**src/rtl/hit_monit_multi.sv**
```systemverilog
// Multi-slot hit-rate monitor: counts rising edges on selectable hit channels per rd_in window.
// Latency: latched counts and cnt_valid_out appear one cycle after rd_in rises.
// No backpressure: cnt_valid_out is a one-cycle pulse; readers must capture on that pulse.
module hit_monit_multi #(
    parameter int HIT_WIDTH    = 13,
    parameter int MONIT_NUM    = 4,
    parameter int SEL_WIDTH    = 4,
    parameter int CNT_WIDTH    = 16,
    parameter int ERR_WIDTH    = 8,
    parameter int STUCK_CYCLES = 64
) (
    input  logic                           clk_in,
    input  logic                           rst_in,
    input  logic                           rd_in,
    input  logic [HIT_WIDTH-1:0]           hit_syn_in,
    input  logic [MONIT_NUM*SEL_WIDTH-1:0] monit_fix_sel_in,
    input  logic                           auto_scan_in,
    output logic [MONIT_NUM*SEL_WIDTH-1:0] hit_monit_sel_out,
    output logic [MONIT_NUM*CNT_WIDTH-1:0] hit_monit_cnt_out,
    output logic [ERR_WIDTH-1:0]           hit_monit_err_cnt_out,
    output logic                           cnt_valid_out
);

    localparam int RUN_W = $clog2(STUCK_CYCLES + 1);
    localparam int EVT_W = $clog2(2 * MONIT_NUM + 1);
    localparam int SUM_W = ERR_WIDTH + EVT_W;
    localparam int PAD_W = 2 ** SEL_WIDTH;
    localparam logic [CNT_WIDTH-1:0] CNT_MAX = '1;
    localparam logic [ERR_WIDTH-1:0] ERR_MAX = '1;
    localparam logic [RUN_W-1:0]     RUN_MAX = RUN_W'(STUCK_CYCLES);
    localparam logic [RUN_W-1:0]     RUN_ARM = RUN_W'(STUCK_CYCLES - 1);

    logic [HIT_WIDTH-1:0] hit_q;
    logic                 rd_q;
    logic                 win_end;
    logic [PAD_W-1:0]     edge_pad;
    logic [PAD_W-1:0]     lvl_pad;

    logic [SEL_WIDTH-1:0] act_sel  [MONIT_NUM];
    logic [SEL_WIDTH-1:0] sel_nxt  [MONIT_NUM];
    logic [CNT_WIDTH-1:0] live     [MONIT_NUM];
    logic [CNT_WIDTH-1:0] live_inc [MONIT_NUM];
    logic [RUN_W-1:0]     run      [MONIT_NUM];
    logic [RUN_W-1:0]     run_nxt  [MONIT_NUM];

    logic [EVT_W-1:0]     err_events;
    logic [SUM_W-1:0]     err_sum;

    // A window closes only on the rising edge of rd_in; a held strobe does not retrigger.
    assign win_end = rd_in & ~rd_q;

    // Previous levels are kept for every channel so re-selection never fakes an edge.
    always_ff @(posedge clk_in or posedge rst_in) begin
        if (rst_in) begin
            hit_q <= '0;
            rd_q  <= 1'b0;
        end else begin
            hit_q <= hit_syn_in;
            rd_q  <= rd_in;
        end
    end

    // Pad edges/levels to the full selector range so out-of-range selectors read as zero.
    always_comb begin
        edge_pad                  = '0;
        lvl_pad                   = '0;
        edge_pad[HIT_WIDTH-1:0]   = hit_syn_in & ~hit_q;
        lvl_pad[HIT_WIDTH-1:0]    = hit_syn_in;
    end

    // Per-slot next state: saturating count, next selection, stuck run length and error events.
    always_comb begin
        logic                 sel_ok;
        logic                 slot_edge;
        logic                 slot_lvl;
        logic                 stuck_evt;
        logic [SEL_WIDTH-1:0] nsel;
        logic [RUN_W-1:0]     nrun;
        sel_ok     = 1'b0;
        slot_edge  = 1'b0;
        slot_lvl   = 1'b0;
        stuck_evt  = 1'b0;
        nsel       = '0;
        nrun       = '0;
        err_events = '0;
        for (int k = 0; k < MONIT_NUM; k++) begin
            sel_ok    = int'(act_sel[k]) < HIT_WIDTH;
            slot_edge = edge_pad[act_sel[k]];
            slot_lvl  = lvl_pad[act_sel[k]];

            if (slot_edge && (live[k] != CNT_MAX)) begin
                live_inc[k] = live[k] + CNT_WIDTH'(1);
            end else begin
                live_inc[k] = live[k];
            end

            if (auto_scan_in) begin
                nsel = SEL_WIDTH'((int'(act_sel[k]) + MONIT_NUM) % HIT_WIDTH);
            end else begin
                nsel = monit_fix_sel_in[k*SEL_WIDTH +: SEL_WIDTH];
            end
            sel_nxt[k] = nsel;

            // The event fires on the cycle the run first reaches the threshold, even if
            // the selection moves away on that same boundary.
            stuck_evt = slot_lvl && (run[k] == RUN_ARM);
            if (!slot_lvl) begin
                nrun = '0;
            end else if (run[k] == RUN_MAX) begin
                nrun = RUN_MAX;
            end else begin
                nrun = run[k] + RUN_W'(1);
            end
            if (win_end && (nsel != act_sel[k])) begin
                nrun = '0;
            end
            run_nxt[k] = nrun;

            err_events = err_events + EVT_W'(stuck_evt) + EVT_W'(win_end && !sel_ok);
        end
    end

    assign err_sum = SUM_W'(hit_monit_err_cnt_out) + SUM_W'(err_events);

    // Live slot state: counters clear and selections advance only at a window boundary.
    always_ff @(posedge clk_in or posedge rst_in) begin
        if (rst_in) begin
            for (int k = 0; k < MONIT_NUM; k++) begin
                act_sel[k] <= SEL_WIDTH'(k);
                live[k]    <= '0;
                run[k]     <= '0;
            end
        end else begin
            for (int k = 0; k < MONIT_NUM; k++) begin
                run[k] <= run_nxt[k];
                if (win_end) begin
                    live[k]    <= '0;
                    act_sel[k] <= sel_nxt[k];
                end else begin
                    live[k]    <= live_inc[k];
                end
            end
        end
    end

    // Latch the closing window (including a same-cycle edge) and its selections.
    always_ff @(posedge clk_in or posedge rst_in) begin
        if (rst_in) begin
            cnt_valid_out     <= 1'b0;
            hit_monit_cnt_out <= '0;
            for (int k = 0; k < MONIT_NUM; k++) begin
                hit_monit_sel_out[k*SEL_WIDTH +: SEL_WIDTH] <= SEL_WIDTH'(k);
            end
        end else begin
            cnt_valid_out <= win_end;
            if (win_end) begin
                for (int k = 0; k < MONIT_NUM; k++) begin
                    hit_monit_cnt_out[k*CNT_WIDTH +: CNT_WIDTH] <= live_inc[k];
                    hit_monit_sel_out[k*SEL_WIDTH +: SEL_WIDTH] <= act_sel[k];
                end
            end
        end
    end

    // Cumulative error events, saturating; only reset clears it.
    always_ff @(posedge clk_in or posedge rst_in) begin
        if (rst_in) begin
            hit_monit_err_cnt_out <= '0;
        end else if (err_sum > SUM_W'(ERR_MAX)) begin
            hit_monit_err_cnt_out <= ERR_MAX;
        end else begin
            hit_monit_err_cnt_out <= err_sum[ERR_WIDTH-1:0];
        end
    end

endmodule

```
**config.mk**
```make
export PLATFORM = sky130hd
export DESIGN_NAME = hit_monit_multi
export DESIGN_NICKNAME = d
export VERILOG_FILES = /design/src/rtl/hit_monit_multi.sv
export SDC_FILE = /design/constraint.sdc
export NUM_CORES = 1
export LEC_CHECK = 0
export BUFFER_PORTS_ARGS = -buffer_cell sky130_fd_sc_hd__buf_2
export CAP_MARGIN = 15
export CORE_UTILIZATION = 37
export CTS_CLUSTER_SIZE = 10
export DETAILED_ROUTE_END_ITERATION = 7
export PLACE_DENSITY = 0.61
export SETUP_SLACK_MARGIN = 0.4
export SLEW_MARGIN = 20
export SYNTH_ARGS = -nofsm -noshare
export SYNTH_HDL_FRONTEND = slang
export SYNTH_SLANG_ARGS = --single-unit
```
**constraint.sdc**
```tcl
create_clock -name clk_in -period 18.29 [get_ports clk_in]
set_clock_uncertainty 0.2 [all_clocks]
set_input_delay 0.9145 -clock clk_in [delete_from_list [all_inputs] [get_ports clk_in]]
set_output_delay 0.9145 -clock clk_in [all_outputs]
set_load 0.005 [all_outputs]
```
### After elaboration in Yosys (flattened, before gate mapping)

Cells that the tools add are included.

| word-level totals | value |
|---|---|
| ROM bits | 0 |
| latch bits | 0 |
| input port bits | 33 |
| logic and storage cells | 132 |
| register bits after elaboration | 211 |
| memory bits (writable) | 0 |
| memories kept | 0 |
| output and inout bits | 89 |

| cells by class | value |
|---|---|
| muxes and demuxes | 41 |
| $lt $le $gt $ge | 9 |
| add/sub/neg operators | 20 |
| shift-type cells | 0 |
| bitwise logic cells | 4 |
| $mul | 0 |
| reduce and logical (&&, ||, !) cells | 20 |
| divide/modulo/power cells | 4 |
| eq/ne operators | 16 |

Operators with widths:

| cell | count |
|---|---|
| 32-bit by 5-bit remainder unit with 32-bit output (second input constant) | 4 |
| 16-bit two-way mux | 8 |
| 7-bit two-way mux | 12 |
| 16-bit by 1-bit adder with 16-bit output (second input constant) | 4 |
| 16-bit != test (second input constant) | 4 |
| 1-bit binary-select mux with 4-bit select | 8 |
| 7-bit by 1-bit adder with 7-bit output (second input constant) | 4 |
| 7-bit by 6-bit == test with 1-bit output (second input constant) | 4 |
| 7-bit == test (second input constant) | 4 |
| 4-bit by 3-bit adder with 5-bit output (second input constant) | 4 |
| 4-bit by 5-bit < comparator with 1-bit output (second input constant) | 4 |
| 4-bit by 1-bit adder with 4-bit output | 4 |
| 1-bit logical AND | 16 |
| 4-bit < comparator (second input constant) | 4 |
| 4-bit two-way mux | 4 |
| 4-bit != test | 4 |
| 13-bit AND | 1 |
| 13-bit NOT | 1 |
| 8-bit by 4-bit adder with 9-bit output | 1 |
| 9-bit by 8-bit greater-than comparator with 1-bit output (second input constant) | 1 |
| 1-bit two-way mux | 8 |
| 8-bit two-way mux | 1 |
| 3-bit by 1-bit adder with 4-bit output | 1 |
| 1-bit zero test | 4 |
| other kinds (4) | 4 |

### Depth between registers and ports, before layout

Gate-level depths: netlist of run 1.

| logic depth | value |
|---|---|
| depth in word-level cells | 13 |
| mapped depth | 21 |
| gate-level depth less buffers | 19 |

### Worst setup path before layout of run 1

No wires, ideal clock.

| path | value |
|---|---|
| kind | input-to-reg |
| start | input hit_syn_in[7] |
| end | register hit_monit_err_cnt_out[6] |
| path slack | 13.151 ns |
| stages on the path | 19 |
| data required time | 17.966 ns |
| buffers on the path | 0 |
| arrival time | 4.815 ns |
| setup time | 0.124 ns |
| cells stage by stage | mux4_2 and2_1 a311oi_1 a31o_2 nor4_1 fa_1 inv_1 fa_1 inv_1 fa_1 fa_1 inv_1 fa_1 nor2b_1 o21ai_0 nand2b_1 nand3_1 nor3_1 a21oi_1 |

| on the way | value |
|---|---|
| longest elaborated chain between the ends | 13 |
| elaborated cells between the ends (all ways) | 22 |
| classes of those cells | 8 x add/sub; 1 x order compare; 9 x mux; 4 x reduce/logical |

Ends and longest elaborated chain:

| element | line | source |
|---|---|---|
| start, declared | 15 | `input logic [HIT_WIDTH-1:0] hit_syn_in,` |
| 1-bit binary-select mux with 4-bit select | 89 | `slot_lvl = lvl_pad[act_sel[k]];` |
| 1-bit two-way mux (not written as such) | 89 |  |
| 1-bit logical AND | 106 | `stuck_evt = slot_lvl && (run[k] == RUN_ARM);` |
| 1-bit by 1-bit adder with 2-bit output | 119 | `err_events = err_events + EVT_W'(stuck_evt) + EVT_W'(win_end && !sel_ok);` |
| 2-bit by 1-bit adder with 3-bit output | 119 |  |
| 3-bit by 1-bit adder with 4-bit output | 119 |  |
| 4-bit by 1-bit adder with 4-bit output (2 in series) | 119 |  |
| 4-bit by 1-bit adder with 4-bit output * (2 in series) | 119 |  |
| 8-bit by 4-bit adder with 9-bit output * | 123 | `assign err_sum = SUM_W'(hit_monit_err_cnt_out) + SUM_W'(err_events);` |
| 9-bit by 8-bit greater-than comparator with 1-bit output | 169 | `end else if (err_sum > SUM_W'(ERR_MAX)) begin` |
| 8-bit two-way mux * | 169 |  |
| end signal, assigned | 172 | `hit_monit_err_cnt_out <= err_sum[ERR_WIDTH-1:0];` |
| end, declared | 20 | `output logic [ERR_WIDTH-1:0] hit_monit_err_cnt_out,` |

Mark *: on every way between the ends. The rest lies on a longest branch, timed or not. The select of a mux whose other input is x is not followed.
A chain may end at the register's enable or synchronous reset.

### Worst setup path in the final report of run 1

| path | value |
|---|---|
| start | register act_sel[12] (netlist name) |
| end | register hit_monit_err_cnt_out[2] |

| on the way | value |
|---|---|
| longest elaborated chain between the ends | 13 |
| elaborated cells between the ends (all ways) | 16 |
| classes of those cells | 8 x add/sub; 2 x order compare; 3 x mux; 3 x reduce/logical |

Ends and longest elaborated chain:

| element | line | source |
|---|---|---|
| start, declared | 39 | `logic [SEL_WIDTH-1:0] act_sel [MONIT_NUM];` |
| start signal, assigned by index | 129 | `act_sel[k] <= SEL_WIDTH'(k);` |
| start signal, assigned by index | 138 | `act_sel[k] <= sel_nxt[k];` |
| 1-bit binary-select mux with 4-bit select / 4-bit < comparator (equally long branches) | 89, 87 |  |
| 1-bit two-way mux (not written as such) / 1-bit zero test (equally long branches) | 89, 119 |  |
| 1-bit logical AND, on equally long branches | 106, 119 |  |
| 1-bit by 1-bit adder with 2-bit output * | 119 |  |
| 2-bit by 1-bit adder with 3-bit output * | 119 |  |
| 3-bit by 1-bit adder with 4-bit output * | 119 |  |
| 4-bit by 1-bit adder with 4-bit output * (4 in series) | 119 |  |
| 8-bit by 4-bit adder with 9-bit output * | 123 |  |
| 9-bit by 8-bit greater-than comparator with 1-bit output | 169 |  |
| 8-bit two-way mux * | 169 |  |

Marks and branches as above.

==> qor.txt, run 1 <==
vias in the first global route: 9,009
total core area: 30,830 sq um
Cells after DPL: 1,685
Clock Latency Late Sink: 0.52 ns
Post-CTS Setup Bufs: 0
Rows: 64
Detailed Routing Iterations Pass 1: 8
Starting DRT DRC Count: 665
Worst slew margin: 0.4230
Comb pwr share: 0.322
final WL: 29.22 mm
Net Switching: 593.5 uW
post-synthesis cell type with the largest combined area: dfrtp_1
Reg2Reg Launch Point: act_sel[12]$_DFFE_PP0P_
WP buf/inv: 3
CP required: 18.49 ns
met2 GRT Util: 0.2948
asr flop ratio synth: 1.000
clk buf depth: 3
count of different cell masters after synthesis: 73
Hold Vio Cnt, Final: 0
switching part of the total power: 0.3676
yosys warns: 0
Slew Viols, Final: 0
starting density of the core: 0.3791
critical path fanouts, max: 19
fillers: 2,989
Via Count: 9,384
CP max-delay cell: dfrtp_1
failing checks: DRC
fin cells: 1,726
drt wl/cell: 16.93 microns
EDFF count, synth: 0
Setup WS pre-CTS: 12.72 ns
Synth area leaders: dfrtp_1, ha_1, o21ai_0, nor2_1, mux4_2
area grow syn2layout: 14.04%
cell breakdown of the critical path: mux4_2 -> and2_1 -> a311oi_1 -> a31o_2 -> nor4_1 -> fa_1 -> inv_1 -> fa_1 -> inv_1 -> fa_1 -> fa_1 -> inv_1 -> fa_1 -> nor2b_1 -> o21ai_0 -> nand2b_1 -> nand3_1 -> o21ai_0
share of layout cells above drive strength 1: 0.1475
IO buf count: 121
Static Leak: 0.005874 uW
via/cell ratio: 5.437
Max VDD drop: 0.00007388 V
routing usage on met3: 0.02735
most numerous cell in the Yosys netlist: dfrtp_1
Seq pwr share: 0.402
GR Overflow Total: 0
area of the die: 32,300 sq um
FF+latch count, synth: 211
Final Hold Slack: 0.2723 ns
Final #Nets: 1,409
HP Class: reg2reg
Main synth FF type: dfrtp_1
Final WS setup: 12.94 ns
Num CTS Buffers: 25
Max Freq: 186.8 MHz
IO Pins: 122
cell repeated most along the worst path: fa_1
die width: 179.7 microns
Top Family by Delay on Critical Path: adder cells
hold path startpoint: hit_monit_sel_out[10]$_DFFE_PP0P_
worst slew pin tran: 0.8655 ns
critical path arrival: 5.55 ns
DP Wirelength: 20.49 mm
largest net degree at the start of global routing: 90
H-Tree Depth: 1
cts hold-fix bufs: 0
clock share of power: 0.276
post-CTS resize count: 0
minimum clock period: 5.354 ns
M1 GR Usage: 0.2577
CTS tree: built
Startpoint Class: flip-flop
CP max stage delay: 0.79 ns
area share of the largest cell type after synthesis: 0.4347
period utilisation layout: 0.2927
Post-Syn Area per Cell: 9.602 sq um
Int Pwr: 1021 uW
Root Buffer Master: clkbuf_16
setup_tns: 0 ns
Die Span Y: 179.7 microns
Syn Inst Count: 1,217
maxcap violations: 0
routability cong.: 0.8355
final setup fails: 0
status: finished, violations left
CTS Sinks: 211
Seq/Total Area, Yosys: 0.4527
RSZ-0062 raised after global routing: no
total power: 1615 uW
DRC: 7
Clock Pin Slew Worst Setup and Hold Paths: 0.05 ns
first-pass GRT wire length: 48.58 mm
GRT busiest layer: met2
synthesized area: 11,690 sq um
Pwr Density: 121.2 nW/um^2
Setup crit end kind: flip-flop
total track usage: 0.1843
Final ANT Viol Nets: 0
Synth top cells by count: dfrtp_1, nor2_1, nand2_1
initial antenna violation count: 1
Syn Nets: 1,310
CP startpoint: act_sel[12]$_DFFE_PP0P_
crit path kind: reg2reg
final timing paths:
| kind | to | slack, ns | depth (start not counted) |
|---|---|---|---|
| worst max-delay path | hit_monit_err_cnt_out[2]$_DFF_PP0_ | 12.94 | 18 |
| worst min-delay path | hit_monit_sel_out[10]$_DFFE_PP0P_ | 0.27 | 2 |
| worst max register to register | hit_monit_err_cnt_out[2]$_DFF_PP0_ | 12.94 | 18 |
| worst min register to register | hit_monit_sel_out[10]$_DFFE_PP0P_ | 0.27 | 2 |
| max in group asynchronous | hit_monit_cnt_out[1]$_DFFE_PP0P_ | 16.25 | 3 |
| min in group asynchronous | hit_monit_cnt_out[22]$_DFFE_PP0P_ | 0.30 | 2 |
metal layers:
metal	up-vias	wire, microns
met2	217	13230
met5	-	0
li1	4606	-
met3	56	1325
met4	0	786
met1	4505	13880
power groups by stage:
stage	Clock, uW	Sequential [uW]	Combinational [uW]
after floorplan	0	607	407
after global placement	0	655	512
after detailed placement	0	658	518
after CTS	461	650	521
after global routing	479	664	590
final	446	649	520
placed cells by master, fill, tap and decap left out, types with 25 or more instances in the layout:
cell | Yosys | final
clkbuf_16 | 0 | 25
o21ai_0 | 94 | 94
ha_1 | 55 | 55
xor2_1 | 28 | 28
a31oi_1 | 44 | 44
nand3_1 | 50 | 50
inv_1 | 46 | 45
dfrtp_1 | 203 | 203
nor2_1 | 112 | 112
a21oi_1 | 74 | 74
or3_1 | 36 | 36
buf_2 | 8 | 121
xnor2_1 | 30 | 30
nand4_1 | 36 | 36
nand2_1 | 95 | 95
sequential cells by signal, indices dropped and copies added, names as in the netlist:
| register | count |
|---|---|
| hit_monit_cnt_out | 64 |
| live | 64 |
| run | 28 |
| act_sel | 16 |
| hit_monit_sel_out | 16 |
| hit_q | 13 |
| hit_monit_err_cnt_out | 8 |
| cnt_valid_out | 1 |
| rd_q | 1 |
worst reg2reg max path, stage by stage (launching register included):
cell      delay, ns
dfrtp_1        0.79
mux4_2         0.58
and2_1         0.16
a311oi_1       0.23
a31o_2         0.16
nor4_1         0.08
fa_1           0.51
inv_1          0.05
fa_1           0.53
inv_1          0.05
fa_1           0.50
fa_1           0.45
inv_1          0.08
fa_1           0.17
nor2b_1        0.05
o21ai_0        0.17
nand2b_1       0.14
nand3_1        0.21
o21ai_0        0.11
cell families after synthesis:
| group | Yosys count | synth area share |
|---|---|---|
| adder cells (fa/ha/maj) | 60 | 0.06745 |
| XOR/XNOR | 58 | 0.04347 |
| AND/OR/NAND/NOR | 467 | 0.2063 |
| buffers and inverters | 103 | 0.03458 |
| multiplexers | 26 | 0.04058 |
| AO/OA/AOI/OAI | 292 | 0.1549 |
| flip-flops | 211 | 0.4527 |
through the flow:
stage                     instance area, sq um  utilization
after CTS                                13320       0.4322
final                                    13330       0.4323
after floorplan                          11690            -
after global routing                     13330       0.4323
after detailed placement                 12620       0.4094
after global placement                   12620       0.4094
final cells by class:
cell class / instances / area (sq um) / share of cell area
sequential: 211 / 5290 / 0.3970
antenna: 1 / 2.502 / 0.0001878
inverter: 49 / 193.9 / 0.01455
multi-input combinational: 903 / 6000 / 0.4502
tap: 396 / 495.5 / 0.03718
timing repair buffer: 126 / 643.1 / 0.04826
clock buffer: 40 / 701.9 / 0.05267
Power figures use the tool's default switching activity.
==> inputs of run 2 (changes only) <==
--- a/config.mk
+++ b/config.mk
@@ -5,12 +5,13 @@
 export SDC_FILE = /design/constraint.sdc
 export NUM_CORES = 1
 export LEC_CHECK = 0
+export ABC_AREA = 1
 export BUFFER_PORTS_ARGS = -buffer_cell sky130_fd_sc_hd__buf_2
 export CAP_MARGIN = 15
 export CORE_UTILIZATION = 37
 export CTS_CLUSTER_SIZE = 10
 export DETAILED_ROUTE_END_ITERATION = 7
-export PLACE_DENSITY = 0.61
+export PLACE_DENSITY = 0.63
 export SETUP_SLACK_MARGIN = 0.4
 export SLEW_MARGIN = 20
 export SYNTH_ARGS = -nofsm -noshare
==> constraint.sdc (replaced) <==
create_clock -name clk_in -period 4.3 [get_ports clk_in]
set_clock_uncertainty 0.2 [all_clocks]
set_input_delay 0.215 -clock clk_in [delete_from_list [all_inputs] [get_ports clk_in]]
set_output_delay 0.215 -clock clk_in [all_outputs]
set_load 0.005 [all_outputs]
==> run 2 against run 1 <==
The run ends with setup timing left. Combinational power increased to 7.5 times the previous value. Sequential power grew to 5.1 times the previous value. Routed wire length increased by 21%. Die area rose by 9.2%. Final cell count grew 36%. Core utilization is 2.2 points higher. Non-clock buffer count rose by 83. Maximum frequency rose by 21%. Synthesized cell count up 41%.
==> qor.txt, run 2 <==
yosys warns: 0 (unchanged)
CP max stage delay: 0.54 ns (-0.25 ns)
Main synth FF type: dfrtp_1
GR Overflow Total: 0 (unchanged)
synthesized area: 12,770 sq um (+9.3%)
drt wl/cell: 14.97 microns (-12%)
placed cell area: 14,080 sq um (+12%)
area of the multi-input gates: 6575 sq um (+9.6%)
first-pass GRT wire length: 58.18 mm (+20%)
RSZ-0062 raised after global routing: yes
failing checks: setup timing
Die Span Y: 187.8 microns (+4.5%)
via/cell ratio: 5.017 (-7.7%)
total power: 9392 uW (+480%)
Starting DRT DRC Count: 863 (+30%)
Syn Inst Count: 1,712 (+41%)
asr flop ratio synth: 1.000 (unchanged)
most frequent cells in the layout: nand2_1, dfrtp_1, nand3_1, inv_1, nor2_1
area share of the largest cell type after synthesis: 0.3978 (-0.03688)
CP max-delay cell: fa_1
area grow syn2layout: 20.30%
Final #Nets: 1,978 (+40%)
final WL: 35.24 mm (+21%)
Synth top cells by count: nand2_1, dfrtp_1, nand3_1
DRC: 0 (-7)
Post-Syn Area per Cell: 7.459 sq um (-22%)
share of layout cells above drive strength 1: 0.1490 (+0.001524)
Hold Vio Cnt, Final: 0 (unchanged)
Rows: 67 (+4.7%)
Clock Latency Late Sink: 0.54 ns (+0.02 ns)
final instance area: 15,360 sq um (+15%)
Max VDD drop: 0.0003097 V (+320%)
Worst slew margin: 0.4531 (+0.03011)
Seq/Total Area, Yosys: 0.4143 (-0.03841)
total track usage: 0.2003 (+0.01607)
Slew Viols, Final: 0 (unchanged)
Pwr Density: 611.4 nW/um^2 (+400%)
period utilisation layout: 1.032 (+0.7391)
r2r setup slk: -0.14 ns (-13.07 ns)
Final Hold Slack: 0.05435 ns (-0.2179 ns)
EDFF count, synth: 0 (unchanged)
most common cell after layout, fill and taps aside: nand2_1
area of the die: 35,260 sq um (+9.2%)
DP Wirelength: 24.51 mm (+20%)
Via Count: 11,810 (+26%)
CTS Sinks: 211 (unchanged)
CP required: 4.58 ns (-13.91 ns)
Ant. Diodes: 0 (-1)
Root Buffer Master: clkbuf_16
initial antenna violation count: 0 (-1)
Num CTS Buffers: 27 (+8.0%)
most numerous cell in the Yosys netlist: nand2_1
Largest regs: hit_monit_cnt_out x64, live x64, run x28
FF+latch count, synth: 211 (unchanged)
Syn Nets: 1,805 (+38%)
Static Leak: 0.007781 uW (+32%)
Synth area leaders: dfrtp_1, nand2_1, nand3_1, ha_1, inv_1
Max Freq: 225.4 MHz (+21%)
cell repeated most along the worst path: inv_2
count of different cell masters after synthesis: 41 (-44%)
routability cong.: 0.9267 (+11%)
clk buf depth: 3 (unchanged)
critical path arrival: 4.71 ns (-0.84 ns)
post-synthesis cell type with the largest combined area: dfrtp_1
starting density of the core: 0.3780 (-0.001072)
Startpoint Class: flip-flop
total core area: 33,780 sq um (+9.6%)
largest net degree at the start of global routing: 130 (+44%)
CTS tree: built
minimum clock period: 4.437 ns (-0.9173 ns)
register area: 5293 sq um (about the same)
Detailed Routing Iterations Pass 1: 5 (-3)
fillers: 3,425 (+15%)
Setup WS pre-CTS: -0.3194 ns (-13.04 ns)
IO Pins: 122 (unchanged)
final setup fails: 8 (+8)
IO buf count: 121 (unchanged)
worst slew pin tran: 0.8203 ns (-0.04517 ns)
maxcap violations: 0 (unchanged)
vias in the first global route: 11,340 (+26%)
status: finished, violations left
Setup crit end kind: flip-flop
die width: 187.8 microns (+4.5%)
Final ANT Viol Nets: 0 (unchanged)
critical path fanouts, max: 5 (-14)
Clock Pin Slew Worst Setup and Hold Paths: 0.06 ns (about the same)
Final WS setup: -0.1369 ns (-13.07 ns)
HP Class: in2reg
H-Tree Depth: 1 (unchanged)
crit path kind: reg2reg
-- run 2: layout make-up --
class	instances	area share
Timing Repair Buffer	209	0.08870
Multi-Input combinational cell	1246	0.4280
Inverter	190	0.04699
Sequential cell	211	0.3445
Tap cell	448	0.03649
Clock inverter	5	0.003665
Clock buffer	45	0.05164
-- run 2: final timing paths --
| check | depth (start not counted) | startpoint | to |
|---|---|---|---|
| worst max-delay path | 25 | act_sel[13]$_DFFE_PP0P_ | hit_monit_err_cnt_out[7]$_DFF_PP0_ |
| worst min-delay path | 4 | monit_fix_sel_in[12] | act_sel[0]$_DFFE_PP1P_ |
| worst max register to register | 25 | act_sel[13]$_DFFE_PP0P_ | hit_monit_err_cnt_out[7]$_DFF_PP0_ |
| worst min register to register | 2 | hit_monit_cnt_out[44]$_DFFE_PP0P_ | hit_monit_cnt_out[44]$_DFFE_PP0P_ |
| max in group asynchronous | 4 | rst_in | act_sel[13]$_DFFE_PP0P_ |
| min in group asynchronous | 3 | rst_in | hit_monit_cnt_out[19]$_DFFE_PP0P_ |
-- run 2: power by group --
part	switching [uW]	leakage [uW]	internal, uW
logic	2430	0.00473	1490
clock network	865	0.000411	1310
registers	580	0.00264	2720
total	3870	0.00778	5520
-- run 2: kinds of logic after synthesis --
family | count (synthesis) | share of synthesized area
simple gates | 883 | 0.2939
buf+inv | 255 | 0.07927
compound gates | 226 | 0.09798
flops | 211 | 0.4143
xor+xnor | 77 | 0.05281
fa+ha+maj | 60 | 0.06173
-- run 2: metal layers --
layer  vias up  wire length [microns]  global-route usage
met1      5556                  16610              0.2776
li1       5893                      -                   -
met3        63                   1790             0.03107
met2       299                  15920              0.3208
met5         -                      0                   0
met4         0                    918             0.06160
-- run 2: through the flow --
| step | TNS (ns) | utilization | cells |
|---|---|---|---|
| CTS | -0.1533 | 0.4532 | 2353 |
| global route | -2.065 | 0.4547 | 2354 |
| global placement | -1.360 | 0.4167 | 2269 |
| finish | -0.4757 | 0.4547 | 2354 |
| detailed placement | -2.000 | 0.4167 | 2269 |
| floorplan | -0.7171 | - | 1712 |
-- run 2: repair_timing --
action	CTS	global route
resized for setup	22	13
setup buffers	5	1
pin swaps	1	3
hold buffers	29	0
setup endpoints to repair	8	15
hold endpoints to repair	58	0
-- run 2: worst max-delay path: cells and delay by family (launching register included) --
kind / cells / cell delay, ns
flops: 1 / 0.44
fa+ha+maj: 5 / 2.12
buf+inv: 6 / 0.33
simple gates: 9 / 0.82
compound gates: 5 / 0.43
==> inputs of run 3 (changes only) <==
--- a/config.mk
+++ b/config.mk
@@ -11,7 +11,7 @@
 export CORE_UTILIZATION = 37
 export CTS_CLUSTER_SIZE = 10
 export DETAILED_ROUTE_END_ITERATION = 7
-export PLACE_DENSITY = 0.63
+export PLACE_DENSITY = 0.64
 export SETUP_SLACK_MARGIN = 0.4
 export SLEW_MARGIN = 20
 export SYNTH_ARGS = -nofsm -noshare
==> run 3 against run 2 <==
The flow finishes with violations (hold timing, setup timing). Largest power group unchanged. Final area hardly changed. Core utilization hardly changed. Critical path depth is 1 lower. First-iteration DRC count is 15% lower. Clock power is 6% lower. Routed wire length is 1.3% lower. Largest cell class unchanged. Combinational power is 1% higher. Non-clock buffer count is 7 higher. Power is 1.1% lower.
==> qor.txt, run 3 (synthesis results as in run 2) <==
status: finished, violations left
failing checks: hold timing, setup timing
die width: 187.8 microns (unchanged)
Int Pwr: 5447 uW (-1.3%)
clock share of power: 0.219 (-0.012)
drt wl/cell: 14.77 microns (-1.3%)
Slew Viols, Final: 0 (unchanged)
Largest regs: hit_monit_cnt_out x64, live x64, run x28
Final Hold Slack: -0.02294 ns (-0.07730 ns)
CTS Sinks: 211 (unchanged)
Ant. Diodes: 0 (unchanged)
Max Freq: 229.7 MHz (+1.9%)
r2r worst-path depth: 24 (-4.0%)
DP Wirelength: 24.63 mm (+0.52%)
area of the die: 35,260 sq um (unchanged)
Seq pwr share: 0.354 (+0.003)
Setup crit end kind: flip-flop
hold worst-path end: act_sel[13]$_DFFE_PP0P_
final WL: 34.77 mm (-1.3%)
Max VDD drop: 0.0002884 V (-6.9%)
most common cell after layout, fill and taps aside: nand2_1
Hold Vio Cnt, Final: 1 (+1)
critical path arrival: 4.59 ns (-0.12 ns)
maxcap violations: 0 (unchanged)
most frequent cells in the layout: nand2_1, dfrtp_1, nand3_1, inv_1, nor2_1
initial antenna violation count: 1 (+1)
Rows: 67 (unchanged)
CP required: 4.54 ns (-0.04 ns)
RSZ-0062 raised after global routing: yes
Worst Hold Depth: 5 (+1)
Critical R2R Capture: hit_monit_err_cnt_out[6]$_DFF_PP0_
via/cell ratio: 4.973 (-0.89%)
critical path fanouts, max: 7 (+2)
Starting DRT DRC Count: 735 (-15%)
crit path kind: reg2reg
total core area: 33,780 sq um (unchanged)
final instance area: 15,350 sq um (about the same)
Final ANT Viol Nets: 0 (unchanged)
Die Span Y: 187.8 microns (unchanged)
Worst slew margin: 0.3538 (-0.09931)
share of layout cells above drive strength 1: 0.1496 (+0.0006032)
Reg2Reg Launch Point: act_sel[12]$_DFFE_PP0P_
Via Count: 11,700 (-0.93%)
Static Leak: 0.007788 uW (about the same)
minimum clock period: 4.353 ns (-0.08341 ns)
first-pass GRT wire length: 58.47 mm (+0.50%)
Detailed Routing Iterations Pass 1: 5 (unchanged)
fin cells: 2,353 (-0.042%)
placed cell area: 14,130 sq um (+0.37%)
routability cong.: 0.9444 (+1.9%)
Cells after DPL: 2,276 (+0.31%)
worst slew pin tran: 0.9693 ns (+0.1490 ns)
period utilisation layout: 1.012 (-0.01940)
largest net degree at the start of global routing: 166 (+28%)
Comb pwr share: 0.427 (+0.010)
DRC: 0 (unchanged)
Startpoint Class: flip-flop
Net Switching: 3843 uW (-0.79%)
Clock Latency Late Sink: 0.52 ns (-0.02 ns)
vias in the first global route: 11,440 (+0.87%)
GR Overflow Total: 0 (unchanged)
IO buf count: 121 (unchanged)
HP Class: in2reg
Final WS setup: -0.05345 ns (+0.08341 ns)
H-Tree Depth: 1 (unchanged)
IO Pins: 122 (unchanged)
r2r setup slk: -0.05 ns (+0.08 ns)
Clock Pin Slew Worst Setup and Hold Paths: 0.05 ns (about the same)
starting density of the core: 0.3780 (unchanged)
Final #Nets: 1,984 (+0.30%)
Root Buffer Master: clkbuf_16
CTS tree: built
switching part of the total power: 0.4137 (+0.001268)
area grow syn2layout: 20.21% (about the same)
Num CTS Buffers: 26 (-3.7%)
clk buf depth: 3 (unchanged)
final setup fails: 7 (-1)
hold path startpoint: monit_fix_sel_in[1]
total track usage: 0.2012 (+0.0008268)
Pwr Density: 605.1 nW/um^2 (-1.0%)
run 3: stage by stage:
stage	setup TNS [ns]	worst slack, ns	power (uW)	hold WS (ns)	utilization
2_1_floorplan	-0.7171	-0.1009	5924	0.04643	-
3_3_place_gp	-1.771	-0.2374	7107	0.1413	0.4182
3_5_place_dp	-1.919	-0.2623	7196	0.1387	0.4182
4_1_cts	-0.7383	-0.1361	9344	0.01389	0.4520
5_1_grt	-2.045	-0.2902	10170	0.03877	0.4544
6_report	-0.1874	-0.05345	9289	-0.02294	0.4544
run 3: what timing repair did:
item	4_1_cts	5_1_grt
hold buffers	29	0
buffers inserted	4	2
setup endpoints to repair	8	8
gates resized for setup	16	19
pin swaps	16	9
hold endpoints to repair	231	0
run 3: power by group through the flow:
| stage | Clock, uW | Combinational [uW] | Sequential (uW) |
|---|---|---|---|
| 3_5_place_dp | 0 | 3890 | 3300 |
| 3_3_place_gp | 0 | 3820 | 3290 |
| 4_1_cts | 2090 | 3970 | 3280 |
| 6_report | 2030 | 3960 | 3290 |
| 5_1_grt | 2170 | 4610 | 3390 |
| 2_1_floorplan | 0 | 2690 | 3240 |
run 3: how the worst max path moves through the flow:
stage,start,endpoint,cells after the start
after floorplan,act_sel[12]$_DFFE_PP0P_,hit_monit_err_cnt_out[3]$_DFF_PP0_,25
after global routing,act_sel[12]$_DFFE_PP0P_,hit_monit_err_cnt_out[7]$_DFF_PP0_,25
final,act_sel[12]$_DFFE_PP0P_,hit_monit_err_cnt_out[6]$_DFF_PP0_,24
after CTS,act_sel[12]$_DFFE_PP0P_,hit_monit_err_cnt_out[7]$_DFF_PP0_,25
after detailed placement,act_sel[12]$_DFFE_PP0P_,hit_monit_err_cnt_out[6]$_DFF_PP0_,23
after global placement,act_sel[12]$_DFFE_PP0P_,hit_monit_err_cnt_out[6]$_DFF_PP0_,23
run 3: area by class of cell:
class | instances | area [sq um]
Fill cell | 3342 | 18430
Multi-Input combinational cell | 1246 | 6579
Sequential cell | 211 | 5293
Timing Repair Buffer | 216 | 1411
Clock buffer | 41 | 778.2
Inverter | 190 | 724.4
Tap cell | 448 | 560.5
Clock inverter | 1 | 5.005
run 3: per-layer routing:
metal | global-route usage | wire length, microns
met4 | 0.05722 | 846
met3 | 0.02938 | 1782
met1 | 0.2766 | 16240
met5 | 0 | 0
met2 | 0.3282 | 15900
run 3: worst max-delay path, stage by stage (launching register included):
cell and delay [ns]:
dfrtp_2 0.44, buf_6 0.13, nor2_4 0.04, a21oi_1 0.14, o211ai_1 0.12, nand2_1 0.10
nand2_1 0.05, and2_4 0.15, inv_4 0.05, nor2_4 0.03, fa_1 0.47, inv_1 0.05
fa_1 0.47, inv_1 0.05, fa_1 0.51, fa_2 0.22, inv_2 0.04, fa_2 0.35
nor2_4 0.11, o21ai_2 0.06, nand2_2 0.10, nand2_4 0.06, nor2_4 0.14, nand2_4 0.10
o21ai_1 0.10
